### src/rtl/gray_pkg.sv
// Shared Gray-code helpers and operation encoding for the Gray counter family.
// Functions work on MAX_W bits; callers zero-extend narrower codes and truncate the result.
package gray_pkg;

    localparam int MAX_W = 16;

    typedef logic [MAX_W-1:0] code_t;

    typedef enum logic [1:0] {
        OP_HOLD  = 2'd0,
        OP_LOAD  = 2'd1,
        OP_COUNT = 2'd2
    } op_e;

    function automatic code_t bin2gray_f(input code_t bin);
        return bin ^ (bin >> 1'b1);
    endfunction

    // Zero-extended upper bits leave the low bits of the result unaffected.
    function automatic code_t gray2bin_f(input code_t gray);
        code_t bin;
        bin[MAX_W-1] = gray[MAX_W-1];
        for (int i = MAX_W - 2; i >= 0; i--) begin
            bin[i] = bin[i+1] ^ gray[i];
        end
        return bin;
    endfunction

endpackage

### src/rtl/gray_conv.sv
// Combinational binary->Gray and Gray->binary converter pair of generic width.
module gray_conv
    import gray_pkg::*;
#(
    parameter int WIDTH = 4
) (
    input  logic [WIDTH-1:0] bin_val,
    input  logic [WIDTH-1:0] gray_val,
    output logic [WIDTH-1:0] bin_as_gray,
    output logic [WIDTH-1:0] gray_as_bin
);

    // Both directions evaluated through the shared package helpers
    always_comb begin
        bin_as_gray = WIDTH'(bin2gray_f(MAX_W'(bin_val)));
        gray_as_bin = WIDTH'(gray2bin_f(MAX_W'(gray_val)));
    end

endmodule

### src/rtl/gray_counter.sv
// Up/down binary counter with registered binary, Gray and rollover-pulse outputs.
// Preload accepts either a binary or a Gray-coded value.
module gray_counter
    import gray_pkg::*;
#(
    parameter int WIDTH     = 4,
    parameter int RESET_VAL = 0
) (
    input  logic             clk,
    input  logic             rst,
    input  logic             en,
    input  logic             up,
    input  logic             load,
    input  logic             load_is_gray,
    input  logic [WIDTH-1:0] load_val,
    output logic [WIDTH-1:0] bin_out,
    output logic [WIDTH-1:0] gray_out,
    output logic             wrap
);

    localparam logic [WIDTH-1:0] RESET_BIN  = WIDTH'(RESET_VAL);
    localparam logic [WIDTH-1:0] RESET_GRAY = WIDTH'(bin2gray_f(MAX_W'(RESET_BIN)));
    localparam logic [WIDTH-1:0] TERM_UP    = {WIDTH{1'b1}};
    localparam logic [WIDTH-1:0] TERM_DOWN  = {WIDTH{1'b0}};

    logic [WIDTH-1:0] bin_r;
    logic [WIDTH-1:0] gray_r;
    logic             wrap_r;
    logic [WIDTH-1:0] next_bin_s;
    logic [WIDTH-1:0] next_gray_s;
    logic             next_wrap_s;
    logic [WIDTH-1:0] load_bin_s;
    logic [WIDTH-1:0] conv_bin_s;
    op_e              op_s;

    // Gray view is derived from the next binary state so both register together
    gray_conv #(
        .WIDTH (WIDTH)
    ) u_conv (
        .bin_val     (next_bin_s),
        .gray_val    (load_val),
        .bin_as_gray (next_gray_s),
        .gray_as_bin (conv_bin_s)
    );

    // Operation select: load has priority over counting
    always_comb begin
        op_s = OP_HOLD;
        if (load) begin
            op_s = OP_LOAD;
        end else if (en) begin
            op_s = OP_COUNT;
        end else begin
            op_s = OP_HOLD;
        end
    end

    // Preload value in binary form
    always_comb begin
        load_bin_s = load_val;
        if (load_is_gray) begin
            load_bin_s = conv_bin_s;
        end else begin
            load_bin_s = load_val;
        end
    end

    // Next binary state and rollover detection
    always_comb begin
        next_bin_s  = bin_r;
        next_wrap_s = 1'b0;
        case (op_s)
            OP_LOAD: begin
                next_bin_s = load_bin_s;
            end
            OP_COUNT: begin
                if (up) begin
                    next_bin_s  = bin_r + WIDTH'(1'b1);
                    next_wrap_s = (bin_r == TERM_UP);
                end else begin
                    next_bin_s  = bin_r - WIDTH'(1'b1);
                    next_wrap_s = (bin_r == TERM_DOWN);
                end
            end
            OP_HOLD: begin
                next_bin_s = bin_r;
            end
            default: begin
                next_bin_s  = bin_r;
                next_wrap_s = 1'b0;
            end
        endcase
    end

    // State registers with synchronous reset overriding load and count
    always_ff @(posedge clk) begin
        if (rst) begin
            bin_r  <= RESET_BIN;
            gray_r <= RESET_GRAY;
            wrap_r <= 1'b0;
        end else begin
            bin_r  <= next_bin_s;
            gray_r <= next_gray_s;
            wrap_r <= next_wrap_s;
        end
    end

    assign bin_out  = bin_r;
    assign gray_out = gray_r;
    assign wrap     = wrap_r;

endmodule

### config.mk
export PLATFORM = sky130hd
export DESIGN_NAME = gray_counter
export DESIGN_NICKNAME = d
export VERILOG_FILES = /design/src/rtl/gray_pkg.sv /design/src/rtl/gray_conv.sv /design/src/rtl/gray_counter.sv
export SDC_FILE = /design/constraint.sdc
export NUM_CORES = 1
export LEC_CHECK = 0
export CAP_MARGIN = 0
export CORE_UTILIZATION = 35
export CTS_CLUSTER_DIAMETER = 50
export DETAILED_ROUTE_END_ITERATION = 8
export GPL_TIMING_DRIVEN = 0
export PLACE_DENSITY = 0.7
export SYNTH_ARGS = -nofsm -noshare
export SYNTH_HDL_FRONTEND = slang
export SYNTH_SLANG_ARGS = --single-unit
### constraint.sdc
create_clock -name clk -period 4 [get_ports clk]
set_input_delay 0.8 -clock clk [delete_from_list [all_inputs] [get_ports clk]]
set_output_delay 0.8 -clock clk [all_outputs]
set_load 0.05 [all_outputs]
==> run_results.csv <==
group,metric,value,unit
routing,ant_nets,0,
routing,firstDrtPassIters,4,
clock_network,htree_levels,1,
grt,grt_max_degree,11,
hold_path,hold_class,"reg -> reg",
clock_network,postCtsSetupBuffers,0,
pwr,power_density,363,mW/mm^2
clock_network,clockBufferDepth,2,
synth,synth_area_leaders,"dfxtp_1, xor2_1, nor2b_1, nor2_1, xnor2_1",
routing,drt_first_iter_violations,2,
sta,whs,0.627,ns
layout,insertedDiodeCount,0,
placed_design,portBuffers,17,
worst_setup_path,crit_fanout,8,
sta,slew-limit-headroom,67.0,%
synth,yosys_warnings,0,
sta,finalCriticalPeriod,2.56,ns
floorplan,initial_utilization,37.2,%
clock_network,clock_sinks,8,
sta,setup_ws,1.44,ns
synth,synth_compound_area_share,13.2,%
floorplan,rows,14,
synth,synth_top_family_by_area,"simple AND/OR/NAND/NOR gates",
clock_network,clkLatencyLatePin,0.25,ns
synth,synthTopCellsByCount,"dfxtp_1, nor2_1, nor2b_1",
layout,drive_above_1_share,5.88,%
clock_network,cts.repair.resized,0,
layout,layout-area-overhead-vs-synth,37.9,%
clock_network,clkSlewWorstSetupHoldPaths,0.05,ns
synth,synth-adder-area-share,8.04,%
worst_setup_path,critical_path_arrival,2.69,ns
floorplan,io_pins,19,
layout,final.fill_count,148,
sta,post-route-period-util,63.9,%
pwr,ir_drop,0.168,mV
synth,synth_seq_cells,8,
worst_setup_path,critPathBufInv,2,
layout,layout.nets,100,
placed_design,gp_congestion,0.716,
synth,synthDistinctLibCells,34,
sta,fin_worst_skew,0.00168,ns
synth,yosys.area.top_type,"dfxtp_1",
synth,synth_edf_count,0,
clock_network,cts_root_buffer,"clkbuf_4",
synth,avgSynthCellArea,8.62,um^2
synth,synth_xor_area_share,15.0,%
synth,yosysSeqAreaShare,28.6,%
sta,slew_viol_final,0,
clock_network,cts_buffers,3,
routing,via_count,523,
routing,dr_wl_met3,51,um
routing,route.top_layer_used,"met4",
worst_setup_path,max_stage_delay,0.62,ns
floorplan,core-area,0.00151,mm^2
routing,vias_per_cell,5.18,
grt,grt_usage,14.9,%
placed_design,pre_cts_ws,1.17,ns
synth,synth_area,561,um^2
worst_setup_path,crit_family,"buffers and inverters",
synth,netlist.area_leader.share,28.6,%
synth,synth_cells,65,
worst_setup_path,path_class,"in -> reg",
grt,grt_antenna_before_repair,0,
synth,syn-num-nets,78,
sta,max_slew.worst_pin.slew,0.494,ns
worst_setup_path,crit_chain,"clkdlybuf4s50_1 > inv_1 > ha_1 > xnor2_1 > a211oi_1 > a21oi_1 > xor2_1 > nor2_1",
routing,met1_length,517,um
layout,fin_util,51.3,%
job,max-cap-violations,0,
synth,synth.most_common_cell,"dfxtp_1",
routing,wl_per_cell,10.9,um
layout,multi_input_area,369,um^2
grt,grt_pass1_vias,469,
sta,fin_setup_tns,0,ns
routing,wl_met2,519,um
sta,hold_violations,0,
synth,ys.flop_type,"dfxtp_1",
sta,setup-violations-final,0,
synth,synth-simple-area-share,29.7,%
sta,max_freq,391,MHz
pwr,totalPowerFinal,281,uW
floorplan,dieArea,0.00177,mm^2
floorplan,die_y,42.0,um
synth,synth_mux_area_share,0,%
worst_setup_path,crit_slowest_cell,"clkdlybuf4s50_1",
routing,wirelength,1.10,mm
layout,regArea,160,um^2
clock_network,hold_buffers,0,
clock_network,cts_tree,"done",
pwr,leakage,0.315,nW
routing,drcViolationCount,0,
floorplan,die_x,42.0,um
worst_setup_path,required,4.13,ns
worst_setup_path,start_kind,"input pin",
grt,grt_first_pass_wirelength,2.02,mm
run_status,outcome,"complete, no violations",
placed_design,hpwl,865,um
worst_setup_path,worstSetupEndpointType,"flop",
sta,rsz0062_at_grt,"no",
synth,async_flop_share,0,%
grt,gr-total-overflow,0,
cell usage in the layout, fill, tap and decap left out, drive strengths merged, types with 2 or more instances in the layout:
cell type      count
a21oi              3
clkbuf             5
xor2               4
ha                 2
nor2b              5
dfxtp              8
xnor2              3
nor3               3
a31oi              2
clkdlybuf4s50     17
inv                4
nor2               7
path summary, 6_finish.rpt:
check	from	end	slack, ns	depth (start not counted)
setup / recovery	up	gray_out[2]	1.44	8
hold / removal	bin_out[1]	wrap	0.63	2
setup reg to reg	bin_out[0]	gray_out[0]	2.11	7
hold reg to reg	bin_out[1]	wrap	0.63	2
state kept, by name, summed over array words and instances (netlist names):
register	flops
gray_out	3
bin_out	4
wrap	1
tightest hold or removal path: stages, from the launching register on:
cell and delay (ns):
dfxtp_1 0.35, a31oi_1 0.16, nor4b_1 0.07
logic make-up after synthesis:
family	count (synthesis)
flops	8
simple gates	28
xor+xnor	8
buf+inv	7
compound gates	11
fa+ha+maj	3
metrics by stage:
step                instance area [um^2]  cells
finish                               773    101
global route                         773    101
CTS                                  773    101
detailed placement                   751     98
global placement                     751     98
floorplan                            561     65
layout make-up:
| type | instances | area share (%) |
|---|---|---|
| plain buffers | 3 | 2.10 |
| clock buffers | 3 | 2.91 |
| inverters | 4 | 1.94 |
| multi-input cells | 50 | 47.7 |
| flip-flops and latches | 8 | 20.7 |
| well taps | 16 | 2.59 |
| repair buffers | 17 | 22.0 |
routing by layer:
layer | vias to the layer above | track usage (%)
li1 | 274 | -
met1 | 231 | 20.1
met2 | 16 | 22.2
met3 | 2 | 3.88
met4 | 0 | 7.50
met5 | - | 0
power by group:
group | internal (mW) | switching, mW | leakage, nW
Clock | 0.0343 | 0.0268 | 0.0138
Combinational | 0.0522 | 0.0704 | 0.235
Sequential | 0.0894 | 0.00788 | 0.0664
Total | 0.176 | 0.105 | 0.315
(Power assumes the default switching activity.)
